===== src/rtl/acc_demo_table_loader.sv =====
// Loads the acc-demo particle table from a host W/X word stream into the encode memory,
// publishes particle count and mode to the controller, and drains skip records to the host.
module acc_demo_table_loader #(
    parameter int unsigned MAX_PARTICLE = 4096
) (
    input  logic        clk_i,
    input  logic        rst_i,
    input  logic        load_start_i,
    input  logic        mode_clear_i,
    input  logic        cfg_valid_i,
    output logic        cfg_ready_o,
    input  logic [31:0] cfg_data_i,
    input  logic        cfg_last_i,
    input  logic        pmt_scan_en_i,
    output logic        acc_demo_wren_o,
    output logic [15:0] acc_demo_addr_o,
    output logic [31:0] acc_demo_Wencode_o,
    output logic [31:0] acc_demo_Xencode_o,
    output logic [15:0] acc_demo_particle_cnt_o,
    output logic        acc_demo_mode_o,
    output logic        load_busy_o,
    output logic        load_err_o,
    input  logic        skip_fifo_ready_i,
    output logic        skip_fifo_rd_o,
    input  logic [63:0] skip_fifo_data_i,
    output logic        report_valid_o,
    input  logic        report_ready_i,
    output logic [63:0] report_data_o
);
    localparam int unsigned CNT_W  = 16;
    localparam int unsigned WORD_W = 32;

    typedef enum logic [2:0] {IDLE, LOAD_W, LOAD_X, ARMED, ERR} state_t;

    state_t            state;
    logic [CNT_W-1:0]  entry_cnt;
    logic [WORD_W-1:0] w_word;
    logic              rd_pending;
    logic              start_ok;
    logic              clear_ok;
    logic              cfg_fire;

    // Host commands only take effect while no scan is running.
    assign start_ok = load_start_i & ~pmt_scan_en_i;
    assign clear_ok = mode_clear_i & ~pmt_scan_en_i;
    assign cfg_fire = cfg_valid_i & cfg_ready_o;

    // Load sequencer; cfg_ready/load_busy are registered alongside the state.
    always_ff @(posedge clk_i) begin
        if (rst_i) begin
            state                   <= IDLE;
            entry_cnt               <= '0;
            w_word                  <= '0;
            cfg_ready_o             <= 1'b0;
            load_busy_o             <= 1'b0;
            acc_demo_wren_o         <= 1'b0;
            acc_demo_addr_o         <= '0;
            acc_demo_Wencode_o      <= '0;
            acc_demo_Xencode_o      <= '0;
            acc_demo_particle_cnt_o <= '0;
            acc_demo_mode_o         <= 1'b0;
            load_err_o              <= 1'b0;
        end else begin
            acc_demo_wren_o <= 1'b0;
            unique case (state)
                IDLE, ARMED, ERR: begin
                    // A start beats a simultaneous clear in ARMED.
                    if (start_ok) begin
                        state           <= LOAD_W;
                        entry_cnt       <= '0;
                        load_err_o      <= 1'b0;
                        acc_demo_mode_o <= 1'b0;
                        cfg_ready_o     <= 1'b1;
                        load_busy_o     <= 1'b1;
                    end else if (state == ARMED && clear_ok) begin
                        state           <= IDLE;
                        acc_demo_mode_o <= 1'b0;
                    end
                end
                LOAD_W: begin
                    if (cfg_fire) begin
                        w_word <= cfg_data_i;
                        if (cfg_last_i) begin
                            state                   <= ERR;
                            load_err_o              <= 1'b1;
                            acc_demo_mode_o         <= 1'b0;
                            acc_demo_particle_cnt_o <= '0;
                            cfg_ready_o             <= 1'b0;
                            load_busy_o             <= 1'b0;
                        end else begin
                            state <= LOAD_X;
                        end
                    end
                end
                LOAD_X: begin
                    if (cfg_fire) begin
                        // Table full: the extra pair is dropped and the load fails.
                        if (entry_cnt == CNT_W'(MAX_PARTICLE)) begin
                            state                   <= ERR;
                            load_err_o              <= 1'b1;
                            acc_demo_mode_o         <= 1'b0;
                            acc_demo_particle_cnt_o <= '0;
                            cfg_ready_o             <= 1'b0;
                            load_busy_o             <= 1'b0;
                        end else begin
                            acc_demo_wren_o    <= 1'b1;
                            acc_demo_addr_o    <= entry_cnt;
                            acc_demo_Wencode_o <= w_word;
                            acc_demo_Xencode_o <= cfg_data_i;
                            entry_cnt          <= entry_cnt + CNT_W'(1);
                            if (cfg_last_i) begin
                                state                   <= ARMED;
                                acc_demo_particle_cnt_o <= entry_cnt + CNT_W'(1);
                                acc_demo_mode_o         <= 1'b1;
                                cfg_ready_o             <= 1'b0;
                                load_busy_o             <= 1'b0;
                            end else begin
                                state <= LOAD_W;
                            end
                        end
                    end
                end
                default: state <= IDLE;
            endcase
        end
    end

    // Skip drain: one read in flight at a time; data is captured the cycle after the pulse.
    always_ff @(posedge clk_i) begin
        if (rst_i) begin
            skip_fifo_rd_o <= 1'b0;
            rd_pending     <= 1'b0;
            report_valid_o <= 1'b0;
            report_data_o  <= '0;
        end else begin
            skip_fifo_rd_o <= 1'b0;
            if (report_valid_o && report_ready_i) begin
                report_valid_o <= 1'b0;
            end
            if (rd_pending && !skip_fifo_rd_o) begin
                report_data_o  <= skip_fifo_data_i;
                report_valid_o <= 1'b1;
                rd_pending     <= 1'b0;
            end else if (skip_fifo_ready_i && !rd_pending &&
                         (!report_valid_o || report_ready_i)) begin
                skip_fifo_rd_o <= 1'b1;
                rd_pending     <= 1'b1;
            end
        end
    end
endmodule

===== config.mk =====
export PLATFORM = sky130hd
export DESIGN_NAME = acc_demo_table_loader
export DESIGN_NICKNAME = d
export VERILOG_FILES = /design/src/rtl/acc_demo_table_loader.sv
export SDC_FILE = /design/constraint.sdc
export NUM_CORES = 1
export LEC_CHECK = 0
export ABC_CLOCK_PERIOD_IN_PS = 3300
export BUFFER_PORTS_ARGS = -buffer_cell sky130_fd_sc_hd__buf_2
export CAP_MARGIN = 20
export CORE_MARGIN = 8
export CORE_UTILIZATION = 54
export CTS_CLUSTER_SIZE = 8
export DETAILED_ROUTE_END_ITERATION = 10
export PLACE_DENSITY = 0.95
export SYNTH_ARGS = -nofsm -noshare
export SYNTH_HDL_FRONTEND = slang
export SYNTH_SLANG_ARGS = --single-unit

===== constraint.sdc =====
create_clock -name clk_i -period 3.3 [get_ports clk_i]
set_clock_uncertainty 0.05 [all_clocks]
set_input_delay 0.66 -clock clk_i [delete_from_list [all_inputs] [get_ports clk_i]]
set_output_delay 0.66 -clock clk_i [all_outputs]
set_load 0.005 [all_outputs]

Yosys cells after proc, flatten, opt, wreduce, memory -nomap -nowiden
Cells that the tools add are included.

Input bits: 105. Bits in registers: 219. Logic and storage cells: 108. Output and inout port bits: 167.

Equality and inequality tests: 13. Reduce and logical (&&, ||, !) cells: 25. Muxes and demuxes: 46. $add $sub $neg: 1. Bitwise gates (word level): 7.

Operator list (count): $mux W16 (8); $pmux W16 S2 (2); $mux W1 (24); $mux W3 (6); $add A16 B1 Y16 const B (1); $eq A16 B13 Y1 const B (1); $ne A2 B2 Y1 const B (6); $pmux W1 S3 (4); $reduce_and A6 Y1 (2); $pmux W3 S3 (1); $reduce_and A4 Y1 (2); $eq A3 B2 Y1 const B (2); $ne A3 B3 Y1 const B (2); $reduce_and A3 Y1 (2); $reduce_bool A2 Y1 (3); $reduce_or A3 Y1 (2); $logic_and A1 B1 Y1 (5); $reduce_and A5 Y1 (1); $not A1 Y1 (4); $and A1 B1 Y1 (3); $eq A3 B1 Y1 const B (1); $eq A3 B3 Y1 const B (1); $logic_not A1 Y1 (3); $logic_not A3 Y1 (1); 5 further kinds (5).

Depth between registers and ports, before layout
Depth after elaboration: 6. Depth in mapped cells: 11. Gate-level depth less buffers: 7.

Worst setup path before layout
Ideal clock, no wire load.

Kind: register to register. Start: reg entry_cnt[0]. End: reg entry_cnt[11]. Arrival time: 1.824 ns. Path slack: 1.338 ns. Buffers on the path: 3. Required time: 3.162 ns. Library setup time: 0.088 ns. Clock period less this slack: 1.962 ns. Cell stages (with the launch flop): 11. Cell sequence: dfxtp_1 clkbuf_1 inv_1 ha_1 and4bb_2 nand4_4 and2_1 buf_4 buf_6 o21ai_1 a311oi_2.

Longest elaborated chain between the ends: 4. Elaborated cells on any way between the ends: 7. Classes of those cells: add/sub (1); eq/ne (2); mux (3); reduce/logical (1).

RTL lines: start, declared (line 36) `logic [CNT_W-1:0] entry_cnt;`; start signal, assigned (line 110) `entry_cnt <= entry_cnt + CNT_W'(1);`; $add A16 B1 Y16 (line 110); $mux W16 (line 98) `if (entry_cnt == CNT_W'(MAX_PARTICLE)) begin`; $mux W16 (line 96) `if (cfg_fire) begin`; $pmux W16 S2 (line 65) `unique case (state)`.

Parallel ways exist; a longest one is shown, timed or not. The select of a mux whose other input is x is not followed. A chain may end at the register's enable or synchronous reset.

Worst setup path in the final report
Start: reg state[1]. End: reg entry_cnt[3].

Longest elaborated chain between the ends: 4. Elaborated cells on any way between the ends: 11. Classes of those cells: eq/ne (6); mux (1); reduce/logical (4).

RTL lines: start, declared (line 35) `state_t state;`; start signal, assigned (line 51) `state <= IDLE;`; start signal, assigned (line 69) `state <= LOAD_W;`; start signal, assigned (line 76) `state <= IDLE;`; $eq A3 B2 Y1 (tied with other cells) (line 65); $reduce_or A3 Y1 (line 65); $ne A2 B2 Y1 (no source line) or $reduce_bool A2 Y1 (tied branches); $reduce_and A4 Y1 (no source line).

Parallel ways exist; a longest one is shown, timed or not.

==> key figures <==
Routing
  • Drt drc: 0
  • 1st-iter DRT viols: 575
  • Antenna viol nets, final: 0
  • WL/cell: 17.1 um
  • Via count: 8048
  • WL final: 24.8 mm
  • Via density: 5.53
  • Pre-Repair DR Iteration Count: 5

Clocking
  • CTS tree: built
  • CTS Buf Count: 31
  • Clk slew on worst S/H paths: 0.05 ns
  • H-tree Lvls: 1
  • Longest Clk Path Bufs: 3
  • Hold buffers post-CTS: 0
  • CTS root buffer: clkbuf_16
  • Clock sink count: 219
  • Clock Latency Late Sink: 0.52 ns
  • Post_cts resized: 0
  • Setup Buffers After CTS: 0

Synth
  • Most area-hungry cell type in the Yosys netlist: dfxtp_1
  • Netlist cell types: 54
  • Top-area cell type share of the netlist area: 52.7%
  • Syn. warnings: 0
  • Async SR Flop Fraction: 0%
  • Synthesized flop and latch total: 219
  • Synthesized area: 8320 um^2
  • Post-synthesis sequential area ratio: 52.7%
  • Ys flop type: dfxtp_1
  • Synth top area cells: dfxtp_1 53%, nand2_1 17%, a21oi_1 12%
  • Number of synthesized flops with an enable pin: 0
  • Cell count after synthesis: 1030
  • Mapped Nets: 1137
  • Mean Syn Cell Area: 8.07 um^2

Timing
  • Crit share post-route: 75.9%
  • Final setup fails: 0
  • Final hold slack: 0.322 ns
  • Fmax: 0.399 GHz
  • Max Slew Vio Count: 0
  • Slew headroom: 49.8%
  • Count of final hold-check violations: 0
  • Least-Margin Pin Slew: 0.753 ns
  • RSZ-0062 raised after global routing: no
  • Fin Setup TNS: 0 ns
  • Minimum clock period: 2.51 ns

Worst setup path
  • Data required, critical path: 3.68 ns
  • Setup crit end kind: flip-flop
  • Worst-path maximum fanout: 64
  • Crit-path cells: or3b_4, nor2_2, and2_4, a41oi_1, a311oi_1
  • CP max stage cell: and2_4
  • CP startpoint kind: flip-flop
  • Worst Setup SP: state[1]
  • Crit Reg-Reg Startpoint: state[1]
  • Reg2reg path depth: 5
  • CP Data Arrival Time: 2.88 ns
  • Reg-to-reg slack, setup: 0.79 ns
  • Crit path to: entry_cnt[3]
  • Worst R2R End: entry_cnt[3]
  • Critical Path Max Stage Delay: 0.63 ns
  • Worst Setup Path Type: reg2reg

Layout
  • Final Instance Area: 10400 um^2
  • Multi-input logic area: 3510 um^2
  • Ratio of cells with drive above 1 in the final layout: 26.7%
  • NumNets Final: 1371
  • Cell Count, Final, Fillers Out: 1455
  • Commonest non-fill, non-tap cell in the layout: nand2_1
  • Fillers: 1160
  • Area grow syn2layout: 25.2%
  • Most frequent cells in the layout: 375 x nand2_1, 270 x buf_2, 219 x dfxtp_1, 203 x a21oi_1, 31 x clkbuf_16
  • Register area: 4380 um^2

Global routing
  • GRT busiest layer: met2
  • Initial antenna violation count: 9
  • Number of global-route vias before repair: 7753
  • Met2 usage in global routing: 38.7%
  • Largest net degree at the start of global routing: 102
  • Global routing usage on met1: 25.1%
  • Total global routing overflow: 0
  • GRT met3 Usage: 12.3%
  • First-pass GRT wire length: 38.9 mm
  • GRT Total Usage: 23.8%

Floorplan
  • Die height: 140 um
  • Core Area: 15100 um^2
  • Die footprint: 19600 um^2
  • DIE WIDTH: 140 um
  • Std-Cell Rows: 45
  • IO Pins: 272
  • Initial core utilization: 54.9%

Placement
  • Placed cell areas: 9620 um^2
  • Count of input and output buffers: 271
  • GP Congestion: 0.826
  • Placed cells: 1419
  • DP HPWL: 16.5 mm

Outcome
  • Status: finished clean

Power
  • Cell Pwr Density: 545 nW/um^2
  • Static Leakage: 0.00428 uW
  • Max IR drop VDD: 0.000488 V

Worst hold path
  • Hold Path Class: in2reg

Job
  • Max-cap violations: 0
==> cell families (layout without fill, tap and decap cells) <==
logic type / after synthesis / count (layout) / share of synthesized area (%)
other: 0 / 4 / 0
and+or+nand+nor: 448 / 448 / 22.4
DFF: 219 / 219 / 52.7
buffers and inverters: 89 / 322 / 5.37
xor gates and xnor gates: 15 / 15 / 1.58
AOI/OAI and AO/OA: 257 / 257 / 17.6
adders and majority gates: 2 / 2 / 0.301
==> power breakdown <==
part	switching, uW	internal (uW)
Combinational	185	119
Sequential	27.9	2700
Clock	1020	1630
Total	1230	4440
==> sequential cells by signal, summed over array words and instances (netlist names) <==
| register | flops |
|---|---|
| acc_demo_Wencode_o | 32 |
| acc_demo_Xencode_o | 32 |
| acc_demo_addr_o | 16 |
| acc_demo_mode_o | 1 |
| acc_demo_particle_cnt_o | 16 |
| acc_demo_wren_o | 1 |
| cfg_ready_o | 1 |
| entry_cnt | 16 |
| load_busy_o | 1 |
| load_err_o | 1 |
| rd_pending | 1 |
| report_data_o | 64 |
| report_valid_o | 1 |
| skip_fifo_rd_o | 1 |
| state | 3 |
| w_word | 32 |
==> Yosys cell counts, drive strengths merged (2+ instances only) <==
cell type  number
nand2         376
xor2            7
or2             3
buf            32
nand3b          5
ha              2
clkbuf         46
nor2           23
and3            4
nor4            6
nand2b         10
nor3            4
a21oi         204
dfxtp         219
xnor2           8
nand4           4
a32oi           2
a21o            3
nand3           5
inv            11
o21a            3
a211oi          4
nor2b           2
a311oi          5
o21ai          16
o32ai          10
==> worst min path at each step <==
stage                                    start                endpoint  slack, ns  cells past startpoint
after floorplan                      w_word[0]   acc_demo_Wencode_o[0]       0.38                      2
after global routing      skip_fifo_data_i[22]       report_data_o[22]       0.30                      3
after CTS                 skip_fifo_data_i[22]       report_data_o[22]       0.30                      3
after detailed placement     report_data_o[63]       report_data_o[63]       0.39                      2
final                     skip_fifo_data_i[22]       report_data_o[22]       0.32                      3
after global placement              w_word[17]  acc_demo_Wencode_o[17]       0.39                      2
==> final cells by class <==
class,instances,share of cell area (%)
Timing Repair Buffer,279,13.9
Clock inverter,1,0.0721
Antenna cell,4,0.0962
Clock buffer,31,7.45
Multi-Input combinational cell,722,33.7
Tap cell,188,2.26
Inverter,11,0.397
Sequential cell,219,42.1
==> through the flow <==
| stage | setup WS [ns] | util (%) | total power, uW |
|---|---|---|---|
| floorplan | 1.34 | - | 2920 |
| global placement | 0.752 | 63.5 | 3060 |
| detailed placement | 0.662 | 63.5 | 3070 |
| CTS | 0.820 | 68.7 | 5710 |
| global route | 0.597 | 68.7 | 5860 |
| finish | 0.795 | 68.7 | 5680 |
==> metal layers <==
layer  share of wire, %  vias to the layer above
li1                   -                     3866
met1                 36                     3691
met2                 46                      395
met3                 13                       86
met4                4.2                       10
met5               0.27                        -
==> critical path, delay by kind of cell, from the launching register on <==
kind | cells | cell delay (ns)
flip-flops | 1 | 0.55
AO/OA/AOI/OAI | 2 | 0.50
AND/OR/NAND/NOR | 3 | 1.31
(Power assumes the default switching activity.)
